## config.mk

```make
export PLATFORM = sky130hd
export DESIGN_NAME = reg_file_scan_rd_flat
export DESIGN_NICKNAME = d
export VERILOG_FILES = /design/src/rtl/reg_file_scan_rd_if.sv /design/src/rtl/reg_file_scan_rd.sv /design/src/flat_wrapper.sv
export SDC_FILE = /design/constraint.sdc
export NUM_CORES = 1
export LEC_CHECK = 0
export ABC_AREA = 1
export CAP_MARGIN = 30
export CORE_MARGIN = 3
export CORE_UTILIZATION = 49
export CTS_BUF_LIST = sky130_fd_sc_hd__clkbuf_4 sky130_fd_sc_hd__clkbuf_8 sky130_fd_sc_hd__clkbuf_16
export DETAILED_ROUTE_END_ITERATION = 7
export GPL_ROUTABILITY_DRIVEN = 0
export HOLD_SLACK_MARGIN = 0.02
export PLACE_DENSITY_LB_ADDON = 0.08
export SLEW_MARGIN = 20
export SYNTH_ARGS = -nofsm -noshare
export SYNTH_HDL_FRONTEND = slang
export SYNTH_SLANG_ARGS = --single-unit
```

## constraint.sdc

```tcl
create_clock -name clock -period 2.45 [get_ports clock]
set_input_delay 0.3675 -clock clock [delete_from_list [all_inputs] [get_ports clock]]
set_output_delay 0.3675 -clock clock [all_outputs]
set_load 0.01 [all_outputs]
```

## src/rtl/reg_file_scan_rd_if.sv

```systemverilog
// reg_file_scan_rd_if: valid/ready read stream carrying one register entry per transfer
interface reg_file_scan_rd_if #(parameter int DATA_W = 16, parameter int ADDR_W = 1);
  logic rd_valid;
  logic rd_ready;
  logic [DATA_W-1:0] rd_data;
  logic [ADDR_W-1:0] rd_addr;
  logic rd_last;
  logic rd_err;
  modport master (output rd_valid, rd_data, rd_addr, rd_last, rd_err, input rd_ready);
  modport slave (input rd_valid, rd_data, rd_addr, rd_last, rd_err, output rd_ready);
endinterface

```

## src/rtl/reg_file_scan_rd.sv

```systemverilog
// reg_file_scan_rd: snapshots the flattened register bus and streams entries as a scan or single read
module reg_file_scan_rd #(
  parameter int DATA_W = 16,
  parameter int NUM_REGS = 2,
  parameter int ADDR_W = 1
) (
  input  logic clock,
  input  logic reset,
  input  logic [DATA_W*NUM_REGS-1:0] a_in,
  input  logic start,
  input  logic single,
  input  logic [ADDR_W-1:0] addr_in,
  reg_file_scan_rd_if.master rd,
  output logic busy,
  output logic done
);
  typedef enum logic {IDLE, STREAM} state_t;
  localparam logic [ADDR_W-1:0] LAST = ADDR_W'(NUM_REGS - 1);
  localparam logic [ADDR_W:0] NR = (ADDR_W + 1)'(NUM_REGS);
  state_t state, state_n;
  logic [DATA_W-1:0] snap [NUM_REGS];
  logic single_q;
  logic [ADDR_W-1:0] addr_q, idx, cur;
  logic err, last, fire;
  always_comb begin
    cur = single_q ? addr_q : idx;
    err = single_q && ({1'b0, addr_q} >= NR);
    last = single_q || idx == LAST;
    busy = state == STREAM;
    fire = busy && rd.rd_ready;
    rd.rd_valid = busy;
    rd.rd_addr = busy ? cur : '0;
    rd.rd_err = busy && err;
    rd.rd_last = busy && last;
    rd.rd_data = busy && !err ? snap[cur] : '0;
    state_n = busy ? (fire && last ? IDLE : STREAM) : (start ? STREAM : IDLE);
  end
  always_ff @(posedge clock or posedge reset)
    if (reset) state <= IDLE;
    else state <= state_n;
  // Entry 0 lives in the most significant slice of a_in
  always_ff @(posedge clock or posedge reset)
    if (reset) begin
      for (int i = 0; i < NUM_REGS; i++) snap[i] <= '0;
      single_q <= 1'b0;
      addr_q <= '0;
      idx <= '0;
      done <= 1'b0;
    end else begin
      done <= fire && last;
      if (!busy && start) begin
        for (int i = 0; i < NUM_REGS; i++) snap[i] <= a_in[DATA_W*(NUM_REGS-1-i) +: DATA_W];
        single_q <= single;
        addr_q <= addr_in;
        idx <= '0;
      end else if (fire && !last) idx <= idx + 1'b1;
    end
endmodule
```

## src/flat_wrapper.sv

```systemverilog
// flat-port wrapper written by rule: the top's interface ports become plain ports
module reg_file_scan_rd_flat 
#(
  parameter int DATA_W = 16,
  parameter int NUM_REGS = 2,
  parameter int ADDR_W = 1
)
  (clock, reset, a_in, start, single, addr_in, busy, done, rd_rd_valid, rd_rd_data, rd_rd_addr, rd_rd_last, rd_rd_err, rd_rd_ready);
  reg_file_scan_rd_if #(.DATA_W(DATA_W), .ADDR_W(ADDR_W)) rd_i ();
  input  logic clock;
  input  logic reset;
  input  logic [DATA_W*NUM_REGS-1:0] a_in;
  input  logic start;
  input  logic single;
  input  logic [ADDR_W-1:0] addr_in;
  output logic busy;
  output logic done;
  output wire logic [$bits(rd_i.rd_valid)-1:0] rd_rd_valid;
  output wire logic [$bits(rd_i.rd_data)-1:0] rd_rd_data;
  output wire logic [$bits(rd_i.rd_addr)-1:0] rd_rd_addr;
  output wire logic [$bits(rd_i.rd_last)-1:0] rd_rd_last;
  output wire logic [$bits(rd_i.rd_err)-1:0] rd_rd_err;
  input wire logic [$bits(rd_i.rd_ready)-1:0] rd_rd_ready;
  assign rd_rd_valid = rd_i.rd_valid;
  assign rd_rd_data = rd_i.rd_data;
  assign rd_rd_addr = rd_i.rd_addr;
  assign rd_rd_last = rd_i.rd_last;
  assign rd_rd_err = rd_i.rd_err;
  assign rd_i.rd_ready = rd_rd_ready;
  reg_file_scan_rd #(.DATA_W(DATA_W), .NUM_REGS(NUM_REGS), .ADDR_W(ADDR_W)) u_core (.clock(clock), .reset(reset), .a_in(a_in), .start(start), .single(single), .addr_in(addr_in), .rd(rd_i), .busy(busy), .done(done));
endmodule
```

## After elaboration in Yosys (flattened, before gate mapping)

Index checks and enable logic that the tools add are counted.

| operators by class | value |
|---|---|
| reductions and logical operators | 9 |
| multiplexer cells | 11 |
| magnitude comparators | 1 |
| bitwise operators | 1 |
| add/sub/neg operators | 1 |

Operators with widths:

| cell | number |
|---|---|
| 16-bit two-way mux | 4 |
| 1-bit two-way mux | 7 |
| 1-bit logical AND | 5 |
| 2-bit >= comparator, second input constant | 1 |
| 1-bit logical NOT | 2 |
| 1-bit inverter with 2-bit output | 1 |
| 2-bit nonzero test | 1 |
| 1-bit adder, second input constant | 1 |
| 1-bit logical OR | 1 |

| word-level totals | value |
|---|---|
| input bits | 38 |
| flip-flop bits (word level) | 37 |

## Depth between registers and ports, before layout

| logic depth | value |
|---|---|
| word-level depth | 6 |
| mapped depth | 6 |

## Least setup slack after synthesis

Ideal clock, no wire load.

| timing path | value |
|---|---|
| kind | reg-to-output |
| start | register u_core.single_q |
| end | output port rd_rd_data[10] |
| data arrival time | 974 ps |
| stages on the path, launching flop included | 7 |
| buffers on the path | 1 |
| setup slack | 1108 ps |
| cells stage by stage | dfrtp_1 inv_2 nand2_2 buf_6 nand3_1 nand2_1 nor2_1 |

| on the way | value |
|---|---|
| word-level cells in the longest chain between the ends | 6 |

Ends and longest elaborated chain:

| item | line | text |
|---|---|---|
| from (decl) | reg_file_scan_rd.sv:22 | `logic single_q;` |
| from (signal assigned) | reg_file_scan_rd.sv:53 | `single_q <= single;` |
| 1-bit two-way mux | reg_file_scan_rd.sv:26 | `cur = single_q ? addr_q : idx;` |
| 1-bit inverter with 2-bit output (implied by the code) | reg_file_scan_rd.sv:35 | `rd.rd_data = busy && !err ? snap[cur] : '0;` |
| 16-bit two-way mux (implied by the code) (3 in series) | reg_file_scan_rd.sv:35 |  |
| 16-bit two-way mux | reg_file_scan_rd.sv:35 |  |
| to (decl) | flat_wrapper.sv:19 | `output wire logic [$bits(rd_i.rd_data)-1:0] rd_rd_data;` |

No other way between the ends. The select of a mux whose other input is x is not followed.

## Worst setup path in the final report

| timing path | value |
|---|---|
| start | register u_core.single_q |
| end | output port rd_rd_data[3] |

The elaborated chain is that of the path after synthesis.

==> key figures <==
Placed design
  – Number of port buffers: 58
  – Placed cells: between 300 and 400
  – Placed instance area: between 0.002 and 0.0025 mm^2
  – Setup slack after placement: roughly 520 ps
  – DP Wirelength: a little under 3000 um

Synth
  – Synth area leaders: dfrtp_1, nand2_1, nor2_1
  – Syn Inst Count: between 200 and 250
  – Synthesis Warnings: 0
  – Syn Area/Cell: between 7 and 8 um^2
  – Most area-hungry cell type in the Yosys netlist: dfrtp_1
  – Synthesis-stage register bit count: 37
  – Syn Std Cell Area: about 0.0018 mm^2
  – Sequential fraction of the synthesis area: 50.6%
  – Synth top area share: between 50% and 60%
  – Yosys cell types: 18
  – Synth Net Count: between 200 and 300

Power and ir drop
  – Power density over the cells: about 1300 mW/mm^2
  – Clk pwr share: 12.7%
  – Sequential power share: 32.1%
  – Internal power: 1.96 mW
  – Sw power: approximately 1.4 mW
  – Maximum vdd drop: approximately 760 uV
  – Power Total: about 3.3 mW
  – Comb power frac: about 55%
  – Switch share: about two fifths
  – Leakage power: ~1.2 nW

Setup path
  – CP Cell Sequence: inv_2, nand2_2, nand3_1, nand2_1, nor2_1, clkdlybuf4s50_1
  – Crit path largest cell delay: about 550 ps
  – Worst path buffer plus inverter count: 2
  – Worst Path Required: about 2100 ps
  – Crit Path Class: register to primary output
  – Critical path origin: u_core.single_q$_DFFE_PP0P_
  – Cell family with most CP delay: buffers and inverters
  – Crit Path Max Fanout: 16
  – Arr. time, crit path: 1930 ps
  – Setup crit start kind: register
  – Crit. End Element: primary output
  – CP max stage cell: clkdlybuf4s50_1
  – RR Startpoint: u_core.busy$_DFF_PP0_

Hold path
  – Hold Crit Start: u_core.snap[2]$_DFFE_PP0P_
  – Hold Path Class: register to register

STA
  – Clock Skew: about 3.0 ps
  – Post-Route Setup TNS: 0 ps
  – Final Hold Viols: 0
  – Min cycle time layout: approximately 2300 ps
  – Period utilization: a little over nine tenths
  – Setup-failing EPs final: 0
  – Max Transition Viols Final: 0
  – Slew @ Worst Pin: 553 ps
  – Slew HR: between 60% and 70%
  – Final worst-path setup slack: 156 ps
  – RSZ-0062 raised after global routing: false
  – Max frequency: around 440 MHz

Clocking
  – Post-CTS setup buffers: 0
  – Reg clk slew, reported paths: ~70 ps
  – Root buffer cell: clkbuf_8
  – Clock buffer depth: 2
  – Clk Latency, worst-skew pair: between 200 and 300 ps
  – CTS tree: yes
  – Hold_buf cts: 0
  – Total CTS buffers: 5
  – Cts repair resizes: 0
  – CTS HTree Levels: 2
  – Number of clock sinks: 37

GRT
  – First-pass GRT wire length: 6980 um
  – Initial antenna violation count: 0
  – Largest net degree at the start of global routing: 38
  – Total Routing Usage GR: 20.9%
  – GR Overflow Total: 0
  – Number of global-route vias before repair: roughly 1,500

Layout
  – Post-Layout Cell Count: around 340
  – FF/Latch Area: 926 um^2
  – Final nets: between 300 and 400
  – Final Cell Area: 0.00247 mm^2
  – Area delta synth->final: 34.9%
  – Filler cells: around 290
  – Antenna Cells: 0
  – Multi-input logic area: between 700 and 800 um^2
  – Proportion of layout cells with a drive suffix above 1: under 10%

Floorplan
  – Core ar.: roughly 0.0035 mm^2
  – FP Rows: 21
  – Die height: between 60 and 70 um
  – Initial Util: a little over half
  – Chip width: 67.1 um
  – DIE AREA: ~0.0045 mm^2
  – Ports: 60

Routing
  – Avg WL per Cell: between 10 and 15 um
  – WL final: approximately 4200 um
  – Drt first pass iters: 5
  – DRT antenna net count: 0
  – Vias per cell: 4.71
  – Vias: 1,593
  – DRC: 0
  – Initial DRC Count: between 100 and 150

Flow run
  – Maxcap violations: 0

Status
  – Status: finished clean
-- final timing paths --
path | end | slack, ps | cells past startpoint
max in group asynchronous | u_core.snap[10]$_DFFE_PP0P_ | 1640 | 3
hold reg to reg | u_core.snap[2]$_DFFE_PP0P_ | 470 | 2
setup / recovery | rd_rd_data[3] | 160 | 6
hold / removal | u_core.snap[2]$_DFFE_PP0P_ | 470 | 2
setup reg to reg | u_core.snap[26]$_DFFE_PP0P_ | 790 | 4
min in group asynchronous | u_core.snap[2]$_DFFE_PP0P_ | 490 | 3
-- cell usage in the layout (no fill, tap or decap), drive strengths merged --
cell / Yosys / routed
nand2: 88 / 88
clkdlybuf4s50: 0 / 58
dfrtp: 37 / 37
nor2: 37 / 37
inv: 23 / 23
o21ai: 18 / 18
nand3: 16 / 16
clkbuf: 1 / 6
buf: 12 / 4
clkinv: 0 / 2
a21oi: 1 / 1
o22ai: 1 / 1
conb: 1 / 1
-- synthesized netlist by cell type (all sizes together) --
cell type,instances
nor2,37
dfrtp,37
conb,1
o22ai,1
nand3,16
clkbuf,1
buf,12
inv,23
nand2,88
a21oi,1
o21ai,18
-- per-stage QoR --
stage	hold WS [ps]	util [%]
after detailed placement	459	68.7
after global placement	455	68.7
after CTS	477	71.1
after global routing	493	71.1
after floorplan	443	-
final	472	71.1
-- power groups by stage --
stage / registers, mW / logic [mW] / clock network, mW
after global routing: 1.10 / 2.05 / 0.459
after floorplan: 1.02 / 1.17 / 0
final: 1.07 / 1.84 / 0.421
after CTS: 1.06 / 1.85 / 0.428
after global placement: 1.06 / 1.81 / 0
after detailed placement: 1.07 / 1.84 / 0
-- worst min-delay path, cell delays in order (launching register included) --
cell     delay (ps)
dfrtp_1         350
nand2_1          50
nand2_1          40
-- sequential cells by signal (all words and copies together) (netlist names) --
signal           count
u_core.single_q      1
u_core.idx           1
u_core.snap         32
u_core.addr_q        1
u_core.done          1
u_core.busy          1
-- kinds of logic after synthesis --
kind of cell           Yosys count  share of synthesized area, %
flip-flops                      37                          50.6
AO/OA/AOI/OAI                   20                          5.54
other                            1                         0.205
buffers and inverters           36                          11.1
AND/OR/NAND/NOR                141                          32.6
-- per-layer routing --
layer / track usage (%) / up-vias / part of all wire [%]
met5: 0 / - / 0
met4: 9.11 / 0 / 1.3
met3: 5.23 / 6 / 8.0
met2: 29.4 / 52 / 46
met1: 30.3 / 715 / 45
li1: - / 820 / -
-- final cells by class --
class / instances / share of cell area [%]
inverter: 23 / 3.50
tap: 46 / 2.33
clock buffer: 6 / 3.09
sequential: 37 / 37.5
timing repair buffer: 62 / 24.7
clock inverter: 2 / 0.406
multi-input combinational: 162 / 28.4
Power figures use the tool's default switching activity.
